**src/rtl/wish_blinky_pkg.sv**
```systemverilog
// Shared types and sizing helpers for the Wishbone pattern-blinker bank.
package wish_blinky_pkg;

  typedef enum logic [1:0] {
    IDLE,
    REPEAT,
    ONESHOT
  } ch_state_e;

  // Bit position of the ONESHOT flag on writes and of BUSY on reads.
  function automatic int flag_bit(input int mask_w);
    return mask_w;
  endfunction

  function automatic int addr_width(input int num_ch);
    return (num_ch <= 2) ? 1 : $clog2(num_ch);
  endfunction

endpackage

```
**src/rtl/blinky_channel.sv**
```systemverilog
// One LED channel: holds a pattern and shifts it out MSB-first on each tick,
// either forever (REPEAT) or once with a completion pulse (ONESHOT).
module blinky_channel
  import wish_blinky_pkg::*;
#(
  parameter int MASK_W = 8
) (
  input  logic              clk,
  input  logic              rst_n,
  input  logic              tick,
  input  logic              wr_en,
  input  logic [MASK_W:0]   wr_data,
  output logic [MASK_W-1:0] mask,
  output logic              busy,
  output logic              led,
  output logic              done
);

  localparam int PW = $clog2(MASK_W) + 1;
  localparam logic [PW-1:0] POS_END = PW'(MASK_W);

  ch_state_e         state_q, state_d;
  logic [PW-1:0]     pos_q, pos_d;
  logic [MASK_W-1:0] mask_d;
  logic              led_d, done_d;
  logic [MASK_W-1:0] mask_rot;

  assign mask_rot = {mask[MASK_W-2:0], mask[MASK_W-1]};
  assign busy     = (state_q != IDLE);

  always_comb begin
    // NOTE: every output of this block is given a default first so that no path leaves it unassigned (no latch).
    state_d = state_q;
    mask_d  = mask;
    pos_d   = pos_q;
    led_d   = led;
    done_d  = 1'b0;
    if (wr_en) begin
      // A write on a tick edge wins; that tick is simply lost for this channel.
      mask_d  = wr_data[MASK_W-1:0];
      pos_d   = '0;
      led_d   = 1'b0;
      state_d = wr_data[flag_bit(MASK_W)] ? ONESHOT : REPEAT;
    end else if (tick) begin
      case (state_q)
        REPEAT: begin
          led_d  = mask[MASK_W-1];
          mask_d = mask_rot;
          pos_d  = (pos_q == POS_END) ? pos_q : pos_q + PW'(1);
        end
        ONESHOT: begin
          if (pos_q < POS_END) begin
            led_d  = mask[MASK_W-1];
            mask_d = mask_rot;
            pos_d  = pos_q + PW'(1);
          end else begin
            led_d   = 1'b0;
            state_d = IDLE;
            done_d  = 1'b1;
          end
        end
        default: led_d = 1'b0;
      endcase
    end
  end

  always_ff @(posedge clk) begin
    // NOTE: the pattern register is a handful of flops, not a RAM, so it is reset along with the control state.
    if (!rst_n) begin
      state_q <= IDLE;
      mask    <= '0;
      pos_q   <= '0;
      led     <= 1'b0;
      done    <= 1'b0;
    end else begin
      // NOTE: non-blocking assignments keep all registers updating from pre-edge values.
      state_q <= state_d;
      mask    <= mask_d;
      pos_q   <= pos_d;
      led     <= led_d;
      done    <= done_d;
    end
  end

endmodule

```
**src/rtl/wish_blinky_bank.sv**
```systemverilog
// Multi-channel pattern blinker with a Wishbone-style slave port; holds the
// shared prescaler, address decode and the ACK/readback path.
module wish_blinky_bank
  import wish_blinky_pkg::*;
#(
  parameter  int NUM_CH          = 4,
  parameter  int MASK_W          = 8,
  parameter  int SYSCLK_DIV_BITS = 22,
  localparam int AW              = addr_width(NUM_CH)
) (
  input  logic              CLK_I,
  input  logic              RST_I,
  input  logic              STB_I,
  input  logic              WE_I,
  input  logic [AW-1:0]     ADR_I,
  input  logic [MASK_W:0]   DAT_I,
  output logic [MASK_W:0]   DAT_O,
  output logic              ACK_O,
  output logic [NUM_CH-1:0] o_led,
  output logic [NUM_CH-1:0] o_done,
  output logic              o_alive
);

  logic [SYSCLK_DIV_BITS-1:0] presc;
  logic                       tick;
  logic                       xfer;
  logic [MASK_W:0]            rd_data;
  logic [MASK_W-1:0]          ch_mask [NUM_CH];
  logic [NUM_CH-1:0]          ch_busy;

  assign tick    = &presc;
  assign o_alive = presc[SYSCLK_DIV_BITS-1];
  // A transfer is accepted only while ACK_O is low, so a held STB_I yields one every other clock.
  assign xfer    = STB_I & ~ACK_O;

  always_ff @(posedge CLK_I) begin
    if (!RST_I) presc <= '0;
    else        presc <= presc + SYSCLK_DIV_BITS'(1);
  end

  for (genvar g = 0; g < NUM_CH; g++) begin : g_ch
    blinky_channel #(.MASK_W(MASK_W)) u_ch (
      .clk     (CLK_I),
      .rst_n   (RST_I),
      .tick    (tick),
      .wr_en   (xfer & WE_I & (ADR_I == AW'(g))),
      .wr_data (DAT_I),
      .mask    (ch_mask[g]),
      .busy    (ch_busy[g]),
      .led     (o_led[g]),
      .done    (o_done[g])
    );
  end

  // Addresses beyond NUM_CH-1 match no channel and read back as zero.
  always_comb begin
    rd_data = '0;
    for (int i = 0; i < NUM_CH; i++)
      if (ADR_I == AW'(i)) rd_data = {ch_busy[i], ch_mask[i]};
  end

  always_ff @(posedge CLK_I) begin
    if (!RST_I) begin
      ACK_O <= 1'b0;
      DAT_O <= '0;
    end else begin
      ACK_O <= xfer;
      if (xfer && !WE_I) DAT_O <= rd_data;
    end
  end

endmodule

```
**config.mk**
```make
export PLATFORM = sky130hd
export DESIGN_NAME = wish_blinky_bank
export DESIGN_NICKNAME = d
export VERILOG_FILES = /design/src/rtl/wish_blinky_pkg.sv /design/src/rtl/blinky_channel.sv /design/src/rtl/wish_blinky_bank.sv
export SDC_FILE = /design/constraint.sdc
export NUM_CORES = 1
export LEC_CHECK = 0
export BUFFER_PORTS_ARGS = -buffer_cell sky130_fd_sc_hd__buf_2
export CORE_UTILIZATION = 55
export CTS_BUF_LIST = sky130_fd_sc_hd__clkbuf_16
export DETAILED_ROUTE_END_ITERATION = 8
export PLACE_DENSITY = 0.81
export SLEW_MARGIN = 20
export SYNTH_ARGS = -nofsm -noshare
export SYNTH_HDL_FRONTEND = slang
export SYNTH_HIERARCHICAL = 1
export SYNTH_SLANG_ARGS = --single-unit
export TNS_END_PERCENT = 1
```
**constraint.sdc**
```tcl
create_clock -name CLK_I -period 3.9 [get_ports CLK_I]
set_input_delay 0.39 -clock CLK_I [delete_from_list [all_inputs] [get_ports CLK_I]]
set_output_delay 0.39 -clock CLK_I [all_outputs]
set_load 0.01 [all_outputs]
```
==> out/metrics.cfg <==
[floorplanning]
chipHeight_um=104
row_count=36
initial_core_util=0.576
io_pins=34
coreArea_mm2=0.00991
dieWidth_um=104
die-area_mm2=0.0108

[synth]
synth-main-ff-cell=dfxtp_1
yosys-top-cells-area=dfxtp_1 (34%), a211oi_2 (8.8%), a2111oi_2 (8.4%), ha_1 (6.4%), nand2_1 (3.8%)
yosysSeqAreaShare=0.337
synth.net_count=639
synth_top_area_frac=0.337
async_reset_ff_frac=0
yosys.area.top_type=dfxtp_1
synth_edf_count=0
yosysUniqueCellTypes=40
syn_area_per_cell_um2=9.59
netlist_instances=595
synth_seq_cells=96
syn-cell-area_mm2=0.00570
yosysWarningCount=6

[placed_design]
numPlacedInstances=736
hpwl_um=9120
place_area_mm2=0.00588
io_buffer_count=33
gp_routability_congestion=0.857

[timing]
fmax_mhz=355
slew_violations=0
hold_viol=0
fin_skew_ns=0.00913
setup_viol=0
max_slew_margin=0.358
fin_crit_ns=2.82
fin_tns_setup_ns=0
fin_hold_ws_ns=0.389
rsz0062_at_grt=false
worst_slew_pin_slew_ns=0.959
post-route-period-util=0.722

[grt]
grt_pass1_wl_um=21500
first_global_vias=4397
grt_max_degree=56
grt.total_usage=0.248
antenna_found_initial=0
grt-ovfl-total=0

[routing]
route.vias.total=4476
wirelength_um=12800
routed_via_density=5.95
drc=0
drt_pass1_iterations=5
drt-initial-drc-count=346
routedWlPerCell_um=17.0
postRouteAntennaNets=0

[worst_setup_path]
cp_num_buf_inv=2
end_kind=flip-flop
critical_path_class=reg2reg
slowest_stage=nor4_1
max_stage_delay_ns=0.56
cp_top_family=simple AND/OR/NAND/NOR gates
cp.required_ns=4.13
crit_fanout=13
crit_chain=ha_1, nand3_1, nor4_1, and3_1, buf_4, inv_2, a2111oi_2, a211oi_2
critical_path_arrival_ns=3.04
crit_path_start_kind=flip-flop

[clock_network]
cts_buffers=9
cts-htree-levels=3
clkTransAtPathRegs_ns=0.07
hold_buffers=0
clock_latency_ns=0.35
clk_path_buf_depth=2
clock_sink_count=96
cts_tree=yes
root_buffer=clkbuf_16
postCtsSetupRepairBufs=0
post_cts_resized=0

[status]
status=completed

[finish]
layout_common_cells=dfxtp_1 (96), nand2_1 (58), nor2_1 (54)
stdcell_area_mm2=0.00618
drive_gt1_frac=0.262
final_common_cell=dfxtp_1
area_delta_synth_final_pct=8.34
antenna_cells=0
final_core_util=0.624
stdcell_count=752
layout.nets=658

[power_and_ir_drop]
powerDensity_mw_per_mm2=332
max-vdd-ir-drop_v=0.000263
p_leak_nw=2.02

[worst_hold_path]
hold_path_class=in2reg

[run]
drv_cap=0

## metal layers
layer,wire length (um),share of wire,vias to the layer above,track usage
li1,-,-,2181,-
met1,5630,0.44,2159,0.324
met2,6050,0.47,119,0.398
met3,822,0.064,17,0.0610
met4,272,0.021,0,0.0857
met5,0,0,-,0
## state kept, by name, indices dropped and copies added (netlist names)
register	flops
g_ch.u_ch/led	4
DAT_O	9
ACK_O	1
g_ch.u_ch/state_q	8
presc	22
g_ch.u_ch/done	4
g_ch.u_ch/pos_q	16
g_ch.u_ch/mask	32
## Yosys cell counts (8+ instances only)
library cell	count
nand3_1	26
xnor2_1	9
mux2i_1	18
a211oi_2	40
a2111oi_2	32
dfxtp_1	96
inv_2	9
a21oi_1	17
nand2_1	58
ha_1	29
a21boi_1	8
mux4_2	9
nor2b_1	10
nor2_1	54
nand2b_4	8
o21ai_0	36
buf_6	8
nand2b_1	23
buf_2	9
inv_1	28
## logic make-up after synthesis
family	after synthesis	synth area share
AO/OA/AOI/OAI	145	0.251
buffers and inverters	67	0.0592
AND/OR/NAND/NOR	217	0.201
XOR/XNOR	14	0.0215
multiplexers	27	0.0671
adder cells (fa/ha/maj)	29	0.0636
flip-flops	96	0.337
## per-stage QoR
stage | setup WS [ns] | power [mW]
floorplan | 1.44 | 1.14
global placement | 1.29 | 1.17
detailed placement | 1.10 | 1.18
CTS | 1.09 | 2.06
global route | 0.862 | 2.12
finish | 1.08 | 2.05
## power by group
| part | internal, mW | switching, mW |
|---|---|---|
| registers | 0.996 | 0.0186 |
| logic | 0.0512 | 0.0926 |
| clock network | 0.498 | 0.392 |
| total | 1.55 | 0.503 |
## final timing paths
check	start	endpoint	slack, ns	depth (start not counted)
setup reg to reg	presc[0]$_SDFF_PN0_	g_ch[2].u_ch/mask[0]$_SDFFE_PN0P_	1.08	8
setup / recovery	presc[0]$_SDFF_PN0_	g_ch[2].u_ch/mask[0]$_SDFFE_PN0P_	1.08	8
hold reg to reg	DAT_O[8]$_SDFFE_PN0P_	DAT_O[8]$_SDFFE_PN0P_	0.45	2
hold / removal	DAT_I[8]	g_ch[0].u_ch/state_q[1]$_SDFFE_PN0P_	0.39	3
## worst reg2reg max path, delay by kind of cell, from the launching register on
kind                       cells  cell delay, ns
adders and majority gates      1            0.25
buffers and inverters          2            0.39
DFF                            1            0.39
and+or+nand+nor                3            1.15
AOI/OAI and AO/OA              2            0.51
## layout make-up
class,instances,area [um^2]
fillers,851,3730
inverters,37,139
clock buffers,9,225
multi-input cells,432,3450
repair buffers,38,203
clock inverters,7,70.1
flip-flops and latches,96,1920
well taps,133,166
No activity file was read; power rests on OpenSTA's default activity.
